`src/rtl/circle_scheduler.sv`:
```
// Command-queue front end for the circle engine: buffers clear/circle commands, runs
// screen clears with an internal raster scan and hands circles to the engine over start/done.
module circle_scheduler #(
  parameter int DEPTH    = 4,
  parameter int SCREEN_W = 160,
  parameter int SCREEN_H = 120
) (
  input  logic       clk,
  input  logic       rst_n,
  input  logic       cmd_valid,
  output logic       cmd_ready,
  input  logic       cmd_clear,
  input  logic [2:0] cmd_colour,
  input  logic [7:0] cmd_centre_x,
  input  logic [6:0] cmd_centre_y,
  input  logic [7:0] cmd_radius,
  output logic       eng_start,
  input  logic       eng_done,
  output logic [2:0] eng_colour,
  output logic [7:0] eng_centre_x,
  output logic [6:0] eng_centre_y,
  output logic [7:0] eng_radius,
  input  logic [7:0] eng_vga_x,
  input  logic [6:0] eng_vga_y,
  input  logic [2:0] eng_vga_colour,
  input  logic       eng_vga_plot,
  output logic [7:0] vga_x,
  output logic [6:0] vga_y,
  output logic [2:0] vga_colour,
  output logic       vga_plot,
  output logic       busy,
  output logic [7:0] jobs_done
);

  localparam int AW = (DEPTH > 1) ? $clog2(DEPTH) : 1;
  localparam logic [AW:0] FULL_CNT = (AW+1)'(DEPTH);
  localparam logic [7:0]  X_LAST   = 8'(SCREEN_W - 1);
  localparam logic [6:0]  Y_LAST   = 7'(SCREEN_H - 1);

  localparam logic [1:0] S_IDLE    = 2'd0;
  localparam logic [1:0] S_CLEAR   = 2'd1;
  localparam logic [1:0] S_RUN     = 2'd2;
  localparam logic [1:0] S_RELEASE = 2'd3;

  typedef struct packed {
    logic       clear;
    logic [2:0] colour;
    logic [7:0] centre_x;
    logic [6:0] centre_y;
    logic [7:0] radius;
  } cmd_t;

  cmd_t          mem [DEPTH];
  logic [AW-1:0] wr_ptr;
  logic [AW-1:0] rd_ptr;
  logic [AW:0]   count;
  logic          push;
  logic          pop;
  cmd_t          head;

  logic [1:0]    state;
  logic [2:0]    job_colour;
  logic [7:0]    job_centre_x;
  logic [6:0]    job_centre_y;
  logic [7:0]    job_radius;
  logic [7:0]    scan_x;
  logic [6:0]    scan_y;

  assign cmd_ready = (count != FULL_CNT);
  assign push      = cmd_valid && cmd_ready;
  assign pop       = (state == S_IDLE) && (count != '0);
  assign head      = mem[rd_ptr];

  // FIFO storage: data only, pointers and occupancy carry the reset
  always_ff @(posedge clk) begin
    if (push) begin
      mem[wr_ptr] <= '{clear: cmd_clear, colour: cmd_colour, centre_x: cmd_centre_x,
                       centre_y: cmd_centre_y, radius: cmd_radius};
    end
  end

  always_ff @(posedge clk) begin
    if (!rst_n) begin
      wr_ptr <= '0;
      rd_ptr <= '0;
      count  <= '0;
    end else begin
      if (push) wr_ptr <= wr_ptr + 1'b1;
      if (pop)  rd_ptr <= rd_ptr + 1'b1;
      case ({push, pop})
        2'b10:   count <= count + 1'b1;
        2'b01:   count <= count - 1'b1;
        default: count <= count;
      endcase
    end
  end

  // Job sequencing; the clear scan is column-major so y wraps before x advances
  always_ff @(posedge clk) begin
    if (!rst_n) begin
      state        <= S_IDLE;
      job_colour   <= '0;
      job_centre_x <= '0;
      job_centre_y <= '0;
      job_radius   <= '0;
      scan_x       <= '0;
      scan_y       <= '0;
      jobs_done    <= '0;
    end else begin
      case (state)
        S_IDLE: begin
          if (pop) begin
            job_colour   <= head.colour;
            job_centre_x <= head.centre_x;
            job_centre_y <= head.centre_y;
            job_radius   <= head.radius;
            scan_x       <= '0;
            scan_y       <= '0;
            state        <= head.clear ? S_CLEAR : S_RUN;
          end
        end
        S_CLEAR: begin
          if (scan_y == Y_LAST) begin
            scan_y <= '0;
            if (scan_x == X_LAST) begin
              state     <= S_IDLE;
              jobs_done <= jobs_done + 1'b1;
            end else begin
              scan_x <= scan_x + 1'b1;
            end
          end else begin
            scan_y <= scan_y + 1'b1;
          end
        end
        S_RUN: begin
          if (eng_done) state <= S_RELEASE;
        end
        S_RELEASE: begin
          if (!eng_done) begin
            state     <= S_IDLE;
            jobs_done <= jobs_done + 1'b1;
          end
        end
        default: state <= S_IDLE;
      endcase
    end
  end

  assign eng_start    = (state == S_RUN);
  assign eng_colour   = job_colour;
  assign eng_centre_x = job_centre_x;
  assign eng_centre_y = job_centre_y;
  assign eng_radius   = job_radius;
  assign busy         = (state != S_IDLE) || (count != '0);

  // Plot-port mux: the engine owns it only while RUN, so stray plots in RELEASE are dropped
  always_comb begin
    vga_x      = '0;
    vga_y      = '0;
    vga_colour = '0;
    vga_plot   = 1'b0;
    case (state)
      S_CLEAR: begin
        vga_x      = scan_x;
        vga_y      = scan_y;
        vga_colour = job_colour;
        vga_plot   = 1'b1;
      end
      S_RUN: begin
        vga_x      = eng_vga_x;
        vga_y      = eng_vga_y;
        vga_colour = eng_vga_colour;
        vga_plot   = eng_vga_plot;
      end
      default: begin
        vga_plot = 1'b0;
      end
    endcase
  end

endmodule

```
`config.mk`:
```
export PLATFORM = sky130hd
export DESIGN_NAME = circle_scheduler
export DESIGN_NICKNAME = d
export VERILOG_FILES = /design/src/rtl/circle_scheduler.sv
export SDC_FILE = /design/constraint.sdc
export NUM_CORES = 1
export LEC_CHECK = 0
export CAP_MARGIN = 20
export CORE_MARGIN = 2
export CORE_UTILIZATION = 56
export CTS_BUF_LIST = sky130_fd_sc_hd__clkbuf_8
export CTS_CLUSTER_DIAMETER = 200
export DETAILED_ROUTE_END_ITERATION = 8
export GPL_TIMING_DRIVEN = 0
export PLACE_DENSITY = 0.82
export SYNTH_ARGS = -nofsm -noshare
export SYNTH_HDL_FRONTEND = slang
export SYNTH_SLANG_ARGS = --single-unit
```
`constraint.sdc`:
```
create_clock -name clk -period 2.8 [get_ports clk]
set_clock_uncertainty 0.15 [all_clocks]
set_input_delay 0.7 -clock clk [delete_from_list [all_inputs] [get_ports clk]]
set_output_delay 0.7 -clock clk [all_outputs]
set_load 0.05 [all_outputs]
```
==> reports/results.ini, run 1 <==
[timing]
slew_headroom_pct=47.63
max_freq_mhz=368.1
fin_setup_tns_ps=0
min_period_ps=2717
maxSlewViolCount=0
fin_crit_sh_pct=97.03
finalSetupViolCount=0
hold_viol_final=0
worstMarginPinSlew_ps=780.9

[place]
port_buffers=104
routabilityCongestion=0.8583
dp.cells=768
dp.final_hpwl_microns=9867

[cells_and_area]
utilization_pct=71.82
drive_gt1_share_pct=20.86
nNetsFinal=703
multiInputGateArea_sq_um=2390
fill_cells=791
n_antenna_cell=0
syn_to_final_growth_pct=24.95
fin_cells=799
seq_area_sq_um=4449

[synthesis]
yosysMostFrequentCell=edfxtp_1
synth_edf_count=108
syn-instance-count=517
synth_area_leaders=edfxtp_1 47%, dfxtp_1 17%, mux4_2 8.8%
synth.top_cells.by_count=108 x edfxtp_1, 72 x nand2_1, 60 x dfxtp_1, 47 x a21oi_1, 27 x mux4_2
syn_nets=581
synth-seq-area-share_pct=64.37
synth_top_area_share_pct=46.97
synth.distinct_cells=53
yosys.area.top_type=edfxtp_1
syn_area_sq_um=6904
synthFlopType=edfxtp_1
ys_seq_elements=168
yosys_warnings=0
syn_area_per_cell_sq_um=13.35
async_flop_share_pct=0

[floorplan]
io_pins=106
core_area_sq_um=12010
dieWidth_microns=115.0
die_y_microns=115.0
num_rows=40
initial_core_util_pct=57.48
dieArea_sq_um=13230

[min_path]
hp-class=flop to flop
hold_path_depth=2
holdCritStartpoint=eng_radius[2]
holdPathEnd=eng_radius[2]

[drt]
wl_microns=15080
routedWlPerCell_microns=18.88
remaining_drc_errors=0
avgViaCountPerCell=5.861
drt_iter0_drc=312
vias=4683
ant_nets=0
firstDrtPassIters=5

[power]
p_sw_w=0.003412
seq_power_share_pct=37.4
internal-power_w=0.005313
p_total_w=0.008725
power_density_nw_per_um2=1011
pwr-share-clk_pct=19.9
p_sw_share_pct=39.11
p_comb_share_pct=42.7
p_leak_nw=2.878
ir_drop_uv=576.4

[global_route]
grt_usage_pct=23.33
antenna_found_initial=0
grt_pass1_wl_microns=23380
overflow=0
grt_max_degree=28
grt_pass1_vias=4699

[clocking]
tritoncts=yes
cts_sinks=168
path_clk_slew_ps=80
clockRootBuffer=clkbuf_8
cts_buffers=17
h-tree-depth=4
cts_buffer_depth=2
clk_latency_ps=450
hold_buffers=0

[worst_setup_path]
path_class=flop to primary output
crit_fanout=18
startpoint_type=flop
worst_r2r_endpoint=count[2]
worst_ep_required_time_ps=1950
r2r_cells=10
rrSetupSlack_ps=250
endpoint_kind=primary output
r2r_start=count[0]
arrival_ps=1870

[run_status]
status=complete, no violations

[job]
drv_cap=0

==> cell type report <==
cell class / instances / share of cell area, %
Sequential cell: 168 / 51.57
Tap cell: 147 / 2.132
Inverter: 12 / 0.5221
Buffer: 26 / 1.813
Multi-Input combinational cell: 309 / 27.70
Timing Repair Buffer: 105 / 11.60
Clock buffer: 19 / 3.031
Clock inverter: 13 / 1.624
==> worst max-delay path by stage <==
stage                     depth (start not counted)            end      from
final                                             7       vga_x[7]  state[1]
after global routing                              7       vga_y[3]  state[1]
after CTS                                         5           busy  state[0]
after detailed placement                          8       vga_x[0]  state[1]
after global placement                            8       vga_x[0]  state[1]
after floorplan                                   7  vga_colour[1]  state[1]
==> critical path: stages, from the launching register on <==
cell and delay [ps]:
dfxtp_4 380, inv_2 60, ha_1 190, buf_6 170, buf_6 150, a22oi_1 210, nor2b_2 60, buf_4 190
==> timing repair <==
item	CTS	global route
gates cloned	0	0
endpoints found under the hold margin	0	0
gates resized for setup	133	23
pin swaps	1	0
setup buffers	0	1
endpoints found under the setup margin	24	23
==> registers in the layout, summed over array words and instances (netlist names), named ones only <==
name / count
count: 3
state: 2
scan_y: 7
eng_radius: 8
eng_centre_y: 7
eng_centre_x: 8
rd_ptr: 2
eng_colour: 3
jobs_done: 8
scan_x: 8
wr_ptr: 2
mem: 108
==> cells in the final DEF, fill, tap and decap left out, drive strengths merged, types with 9 or more instances in the layout <==
| master | instances |
|---|---|
| nand2 | 72 |
| edfxtp | 108 |
| clkbuf | 39 |
| mux4 | 27 |
| inv | 16 |
| buf | 27 |
| clkdlybuf4s50 | 82 |
| a21oi | 48 |
| o21ai | 20 |
| dfxtp | 60 |
| nor2b | 19 |
| nor2 | 21 |
| nand3 | 9 |
| ha | 13 |
| a22oi | 20 |
==> metal layers <==
| metal | GRT usage (%) | vias to the layer above | part of all wire [%] |
|---|---|---|---|
| met4 | 6.988 | 0 | 1.5 |
| met3 | 5.957 | 26 | 6.9 |
| met5 | 0 | - | 0 |
| li1 | - | 2177 | - |
| met1 | 28.68 | 2302 | 40 |
| met2 | 40.94 | 178 | 52 |
==> cells by family (layout without fill, tap and decap cells) <==
family / Yosys count / in the layout / synth area share, %
flops: 168 / 168 / 64.37
fa+ha+maj: 14 / 14 / 2.646
xor+xnor: 8 / 8 / 1.015
simple gates: 154 / 154 / 10.93
mux: 29 / 29 / 9.097
buf+inv: 40 / 175 / 2.501
compound gates: 104 / 104 / 9.442
==> per-stage QoR <==
step | hold slack (ps) | setup WS, ps | instance area (sq um)
floorplan | 319.2 | 78.24 | 6952
detailed placement | 301.4 | -805.4 | 8182
global route | 330.5 | -11.13 | 8627
finish | 308.8 | 83.16 | 8627
global placement | 296.3 | -810.1 | 8177
CTS | 312.5 | -47.16 | 8554
==> power by group through the flow <==
stage          Sequential (W)  Clock (W)  Combinational [W]
4_1_cts               0.00325    0.00175            0.00363
3_3_place_gp          0.00328          0            0.00350
3_5_place_dp          0.00330          0            0.00360
6_report              0.00326    0.00174            0.00372
5_1_grt               0.00329    0.00185            0.00403
2_1_floorplan         0.00379          0            0.00200
No activity file was read; power rests on OpenSTA's default activity.
==> run 2, diff against run 1 <==
- ABC_AREA: default -> 1
==> run 2 against run 1 <==
  * Register-to-register slack improved by 20 ps
  * Critical endpoint is now vga_y[4]
  * Count of clock-buffer cells in the layout decreased by 1
  * Sequential cell count unchanged
  * Die area increased by 3.7%
  * Synthesized cell count increased by 46%
  * Synthesized area increased by 3.9%
  * Global-route usage increased by 1.8 points
  * Critical path type unchanged
  * Critical path depth decreased by 1
  * Via count increased by 25%
==> reports/results.ini, run 2 <==
[floorplan]
core_area_sq_um=12570
die_y_microns=117.2
initial_core_util_pct=57.06
io_pins=106
dieWidth_microns=117.2
dieArea_sq_um=13730
num_rows=41

[synthesis]
synth-adder-area-share_pct=2.547
synth_area_leaders=edfxtp_1 45%, dfxtp_1 17%, nor2_1 8.7%
synth_edf_count=108
yosys.area_share.simple_pct=18.46
yosysMostFrequentCell=nor2_1
synth-seq-area-share_pct=61.97
async_flop_share_pct=0
syn_area_per_cell_sq_um=9.487
syn_area_sq_um=7172
syn-instance-count=756
synth_top_area_share_pct=45.22
synth.distinct_cells=30
synthMuxAreaShare_pct=0
synth.top_cells.by_count=166 x nor2_1, 116 x nand2_1, 111 x o21ai_0, 108 x edfxtp_1, 60 x dfxtp_1
synthFlopType=edfxtp_1
synth_top_family_by_area=simple AND/OR/NAND/NOR gates
yosys.area_share.xor_xnor_pct=0.4885
yosys.area.top_type=edfxtp_1
yosys_warnings=0
ys_seq_elements=168
syn_nets=820
synth_compound_area_share_pct=12.09

[clocking]
tritoncts=yes
clockRootBuffer=clkbuf_8
cts_buffers=17
clk_latency_ps=450
cts_buffer_depth=2
h-tree-depth=4
cts_setup_buffers=0
hold_buffers=0
path_clk_slew_ps=80
cts_sinks=168

[timing]
fin_setup_tns_ps=0
min_period_ps=2710
hold_viol_final=0
finalSetupViolCount=0
maxSlewViolCount=0
max_freq_mhz=369.0
slew_headroom_pct=39.39
rsz0062_at_grt=true
setup_slack_ps=90.22
fin_crit_sh_pct=96.78
worstMarginPinSlew_ps=907.0

[drt]
remaining_drc_errors=0
firstDrtPassIters=5
wl_microns=16890
ant_nets=0
drt_iter0_drc=540
routedWlPerCell_microns=15.87
vias=5839
avgViaCountPerCell=5.488

[job]
drv_cap=0

[min_path]
hp-class=flop to flop

[global_route]
grt_pass1_vias=5576
overflow=0
antenna_found_initial=0
grt_pass1_wl_microns=26340
grt_max_degree=28
grt_usage_pct=25.11

[worst_setup_path]
crit_fanout=10
path_class=flop to primary output
endpoint_kind=primary output
arrival_ps=1860
worst_ep_required_time_ps=1950
max_stage_delay_ps=380
slowest_stage=dfxtp_1
path_cells=inv_2 -> ha_4 -> clkinv_4 -> clkbuf_8 -> a21oi_1 -> buf_4
startpoint_type=flop

[cells_and_area]
multiInputGateArea_sq_um=2514
seq_area_sq_um=4446
drive_gt1_share_pct=11.21
largest-register=mem
largest_reg_flops=108
n_antenna_cell=0
final_cell_mix=162 x nor2_1, 116 x nand2_1, 111 x o21ai_0
fill_cells=912
syn_to_final_growth_pct=24.70
utilization_pct=71.16
nNetsFinal=943
layout_commonest_cell=nor2_1

[power]
ir_drop_uv=738.7
power_density_nw_per_um2=992.2
p_leak_nw=3.191

[place]
dp.final_hpwl_microns=11480
dpl_worst_slack_ps=-566.6
routabilityCongestion=0.8888
port_buffers=105

[run_status]
status=complete, no violations

run 2: layout make-up:
class	count	share of cell area, %
Clock inverter	14	1.637
Tap cell	172	2.406
Buffer	34	2.196
Clock buffer	18	2.770
Sequential cell	168	49.71
Timing Repair Buffer	105	11.32
Multi-Input combinational cell	510	28.11
Inverter	43	1.861
run 2: path summary, 6_finish.rpt:
path | from | endpoint | slack [ps] | depth (start not counted)
worst max register to register | state[0] | count[2] | 270 | 12
worst max-delay path | state[1] | vga_y[4] | 90 | 6
worst min-delay path | rd_ptr[0] | flop | 350 | 1
worst min register to register | rd_ptr[0] | flop | 350 | 1
run 2: where the power goes:
part	total (W)	switching [W]	leakage, nW	internal, W
clock network	0.00171	0.000889	0.203	0.000824
registers	0.00325	0.000198	1.48	0.00305
logic	0.00391	0.00272	1.51	0.00120
run 2: cells by family (layout without fill, tap and decap cells):
kind of cell / Yosys count / after routing
compound gates: 171 / 171
xor+xnor: 4 / 4
fa+ha+maj: 14 / 14
buf+inv: 78 / 214
flops: 168 / 168
simple gates: 321 / 321
run 2: what timing repair did:
action                     in CTS  in global routing
pin swaps                       0                  0
resized for setup             135                 11
hold endpoints to repair        0                  0
setup endpoints to repair      21                 21
run 2: through the flow:
stage / power (W) / hold WS [ps] / area (sq um) / cells
after floorplan: 0.005858 / 286.2 / 7237 / 756
after global placement: 0.006955 / 300.2 / 8503 / 1033
after detailed placement: 0.007091 / 324.0 / 8523 / 1033
after CTS: 0.008850 / 342.9 / 8927 / 1065
after global routing: 0.009352 / 373.2 / 8944 / 1064
final: 0.008874 / 349.8 / 8944 / 1064
run 2: worst max-delay path: cells and delay by family (launching register included):
kind | cells | cell delay [ps]
compound gates | 1 | 150
flops | 1 | 380
buf+inv | 4 | 590
fa+ha+maj | 1 | 290
run 2: per-layer routing:
metal  share of wire (%)  wire (microns)  global-route usage (%)
met2                  50            8478                   42.49
met5                   0               0                       0
met1                  40            6822                   31.36
met3                 7.4            1258                   5.458
met4                 1.9             329                   10.59
==> run 3, diff against run 2 <==
- CORE_ASPECT_RATIO: default -> 0.9
==> run 3 against run 2 <==
  * Sequential cell count stayed put
  * Design area is 0.29% higher
  * Clock power hardly changed
  * Critical endpoint unchanged
  * Highest routed layer unchanged
==> reports/results.ini, run 3 (synthesis gave the netlist of run 2 again) <==
[run_status]
status=complete, no violations

[floorplan]
dieArea_sq_um=13730
initial_core_util_pct=56.97
num_rows=39
io_pins=106
core_area_sq_um=12590
die_y_microns=111.4
dieWidth_microns=123.3

[cells_and_area]
nNetsFinal=945
final_cell_mix=162 x nor2_1, 116 x nand2_1, 110 x o21ai_0
n_antenna_cell=0
layout_commonest_cell=nor2_1
syn_to_final_growth_pct=25.07
largest_reg_flops=108
largest-register=mem
drive_gt1_share_pct=11.74

[drt]
wl_microns=17950
ant_nets=0
routedWlPerCell_microns=16.97
met2WireLength_microns=8878
firstDrtPassIters=5
vias=5889
route.met3.wl_microns=1269
topRoutingLayerUsed=met4
met1Wirelength_microns=7405
remaining_drc_errors=0
drt_iter0_drc=553
avgViaCountPerCell=5.566

[min_path]
hp-class=flop to flop
holdCritStartpoint=count[0]
hold_path_depth=1
holdPathEnd=count[0]

[global_route]
overflow=0
grt_pass1_wl_microns=28350
grt_usage_pct=26.96
antenna_found_initial=0
grt_pass1_vias=5926
grt_max_degree=28

[timing]
fin_hold_ws_ps=337.5
hold_viol_final=0
finalSetupViolCount=0
slew_headroom_pct=36.07
maxSlewViolCount=0
worstMarginPinSlew_ps=956.7
setup_slack_ps=68.38
fin_crit_sh_pct=97.56
max_freq_mhz=366.1
min_period_ps=2732

[place]
port_buffers=105
dpl_worst_slack_ps=-708.0
routabilityCongestion=0.8732
dp.final_hpwl_microns=11780

[clocking]
cts_buffer_depth=2
path_clk_slew_ps=90
cts_buffers=17
clk_latency_ps=470
tritoncts=yes
h-tree-depth=4
clockRootBuffer=clkbuf_8
cts_sinks=168

[worst_setup_path]
crit_fanout=10
rrSetupSlack_ps=150
cp_top_family=buffers and inverters
path_class=flop to primary output
worst_ep_required_time_ps=1950
worst_r2r_endpoint=count[2]
path_cells=inv_2 -> ha_4 -> clkinv_4 -> clkbuf_8 -> a21oi_1 -> buf_4
path_buf_inv=4
r2r_start=state[0]
endpoint_kind=primary output
slowest_stage=dfxtp_2
r2r_cells=12
max_stage_delay_ps=370
startpoint_type=flop
arrival_ps=1880

[power]
power_density_nw_per_um2=1000
p_sw_w=0.003889
seq_power_share_pct=36.3
internal-power_w=0.005081
pwr-share-clk_pct=18.8
ir_drop_uv=848.4
p_comb_share_pct=44.9
p_sw_share_pct=43.36
p_leak_nw=3.207

[job]
drv_cap=0

run 3: cell types whose count changed in the layout (fill, tap and decap cells not counted), sizes merged:
cell | before | now
buf | 31 | 34
clkbuf | 41 | 38
clkdlybuf4s15 | 0 | 1
clkinv | 6 | 9
clkinvlp | 2 | 1
inv | 47 | 46
run 3: timing repair:
item / CTS / global route
hold buffers: 0 / 0
buffers inserted: 0 / 1
setup endpoints to repair: 22 / 20
resized for setup: 138 / 14
run 3: worst max-delay path by stage:
stage / start / endpoint / slack, ps / cells past startpoint
after floorplan: state[0] / vga_colour[0] / -120 / 5
after global placement: state[0] / vga_colour[2] / -680 / 7
after detailed placement: state[0] / vga_colour[2] / -710 / 7
after CTS: state[0] / vga_colour[2] / 6 / 7
after global routing: state[0] / count[2] / -4 / 12
final: state[0] / vga_y[4] / 70 / 6
run 3: routing by layer:
metal,GRT usage (%),vias to the layer above
met1,34.31,2783
met2,44.29,275
met5,0,-
li1,-,2795
met3,5.635,36
met4,12.20,0
run 3: power groups by stage:
stage	sequential (W)	clock, W	combinational, W
finish	0.00325	0.00169	0.00403
global route	0.00329	0.00180	0.00434
CTS	0.00324	0.00169	0.00395
detailed placement	0.00329	0	0.00384
global placement	0.00327	0	0.00371
floorplan	0.00388	0	0.00197
run 3: worst reg2reg max path, stage by stage, from the launching register on:
cell	delay, ps
dfxtp_2	350
inv_2	130
ha_2	240
nand2_4	130
inv_1	170
buf_6	170
ha_1	150
inv_1	70
fa_1	400
a21oi_1	170
o21ai_0	160
o21ai_1	160
a21oi_1	70
run 3: layout make-up:
class	instances	area, sq um
buffer	35	214.0
timing repair buffer	106	1018
inverter	43	166.4
tap	164	205.2
fill	935	3620
sequential	168	4449
clock inverter	15	151.4
clock buffer	17	234.0
multi-input combinational	510	2531
run 3: metrics by stage:
| stage | std cells | setup TNS, ps | power, W | area (sq um) | util, % |
|---|---|---|---|---|---|
| floorplan | 756 | -759.6 | 0.005858 | 7237 | - |
| global placement | 1025 | -55420 | 0.006978 | 8493 | 67.46 |
| detailed placement | 1025 | -16420 | 0.007127 | 8513 | 67.62 |
| CTS | 1057 | 0 | 0.008882 | 8914 | 70.80 |
| global route | 1058 | -8.501 | 0.009426 | 8970 | 71.25 |
| finish | 1058 | 0 | 0.008970 | 8970 | 71.25 |
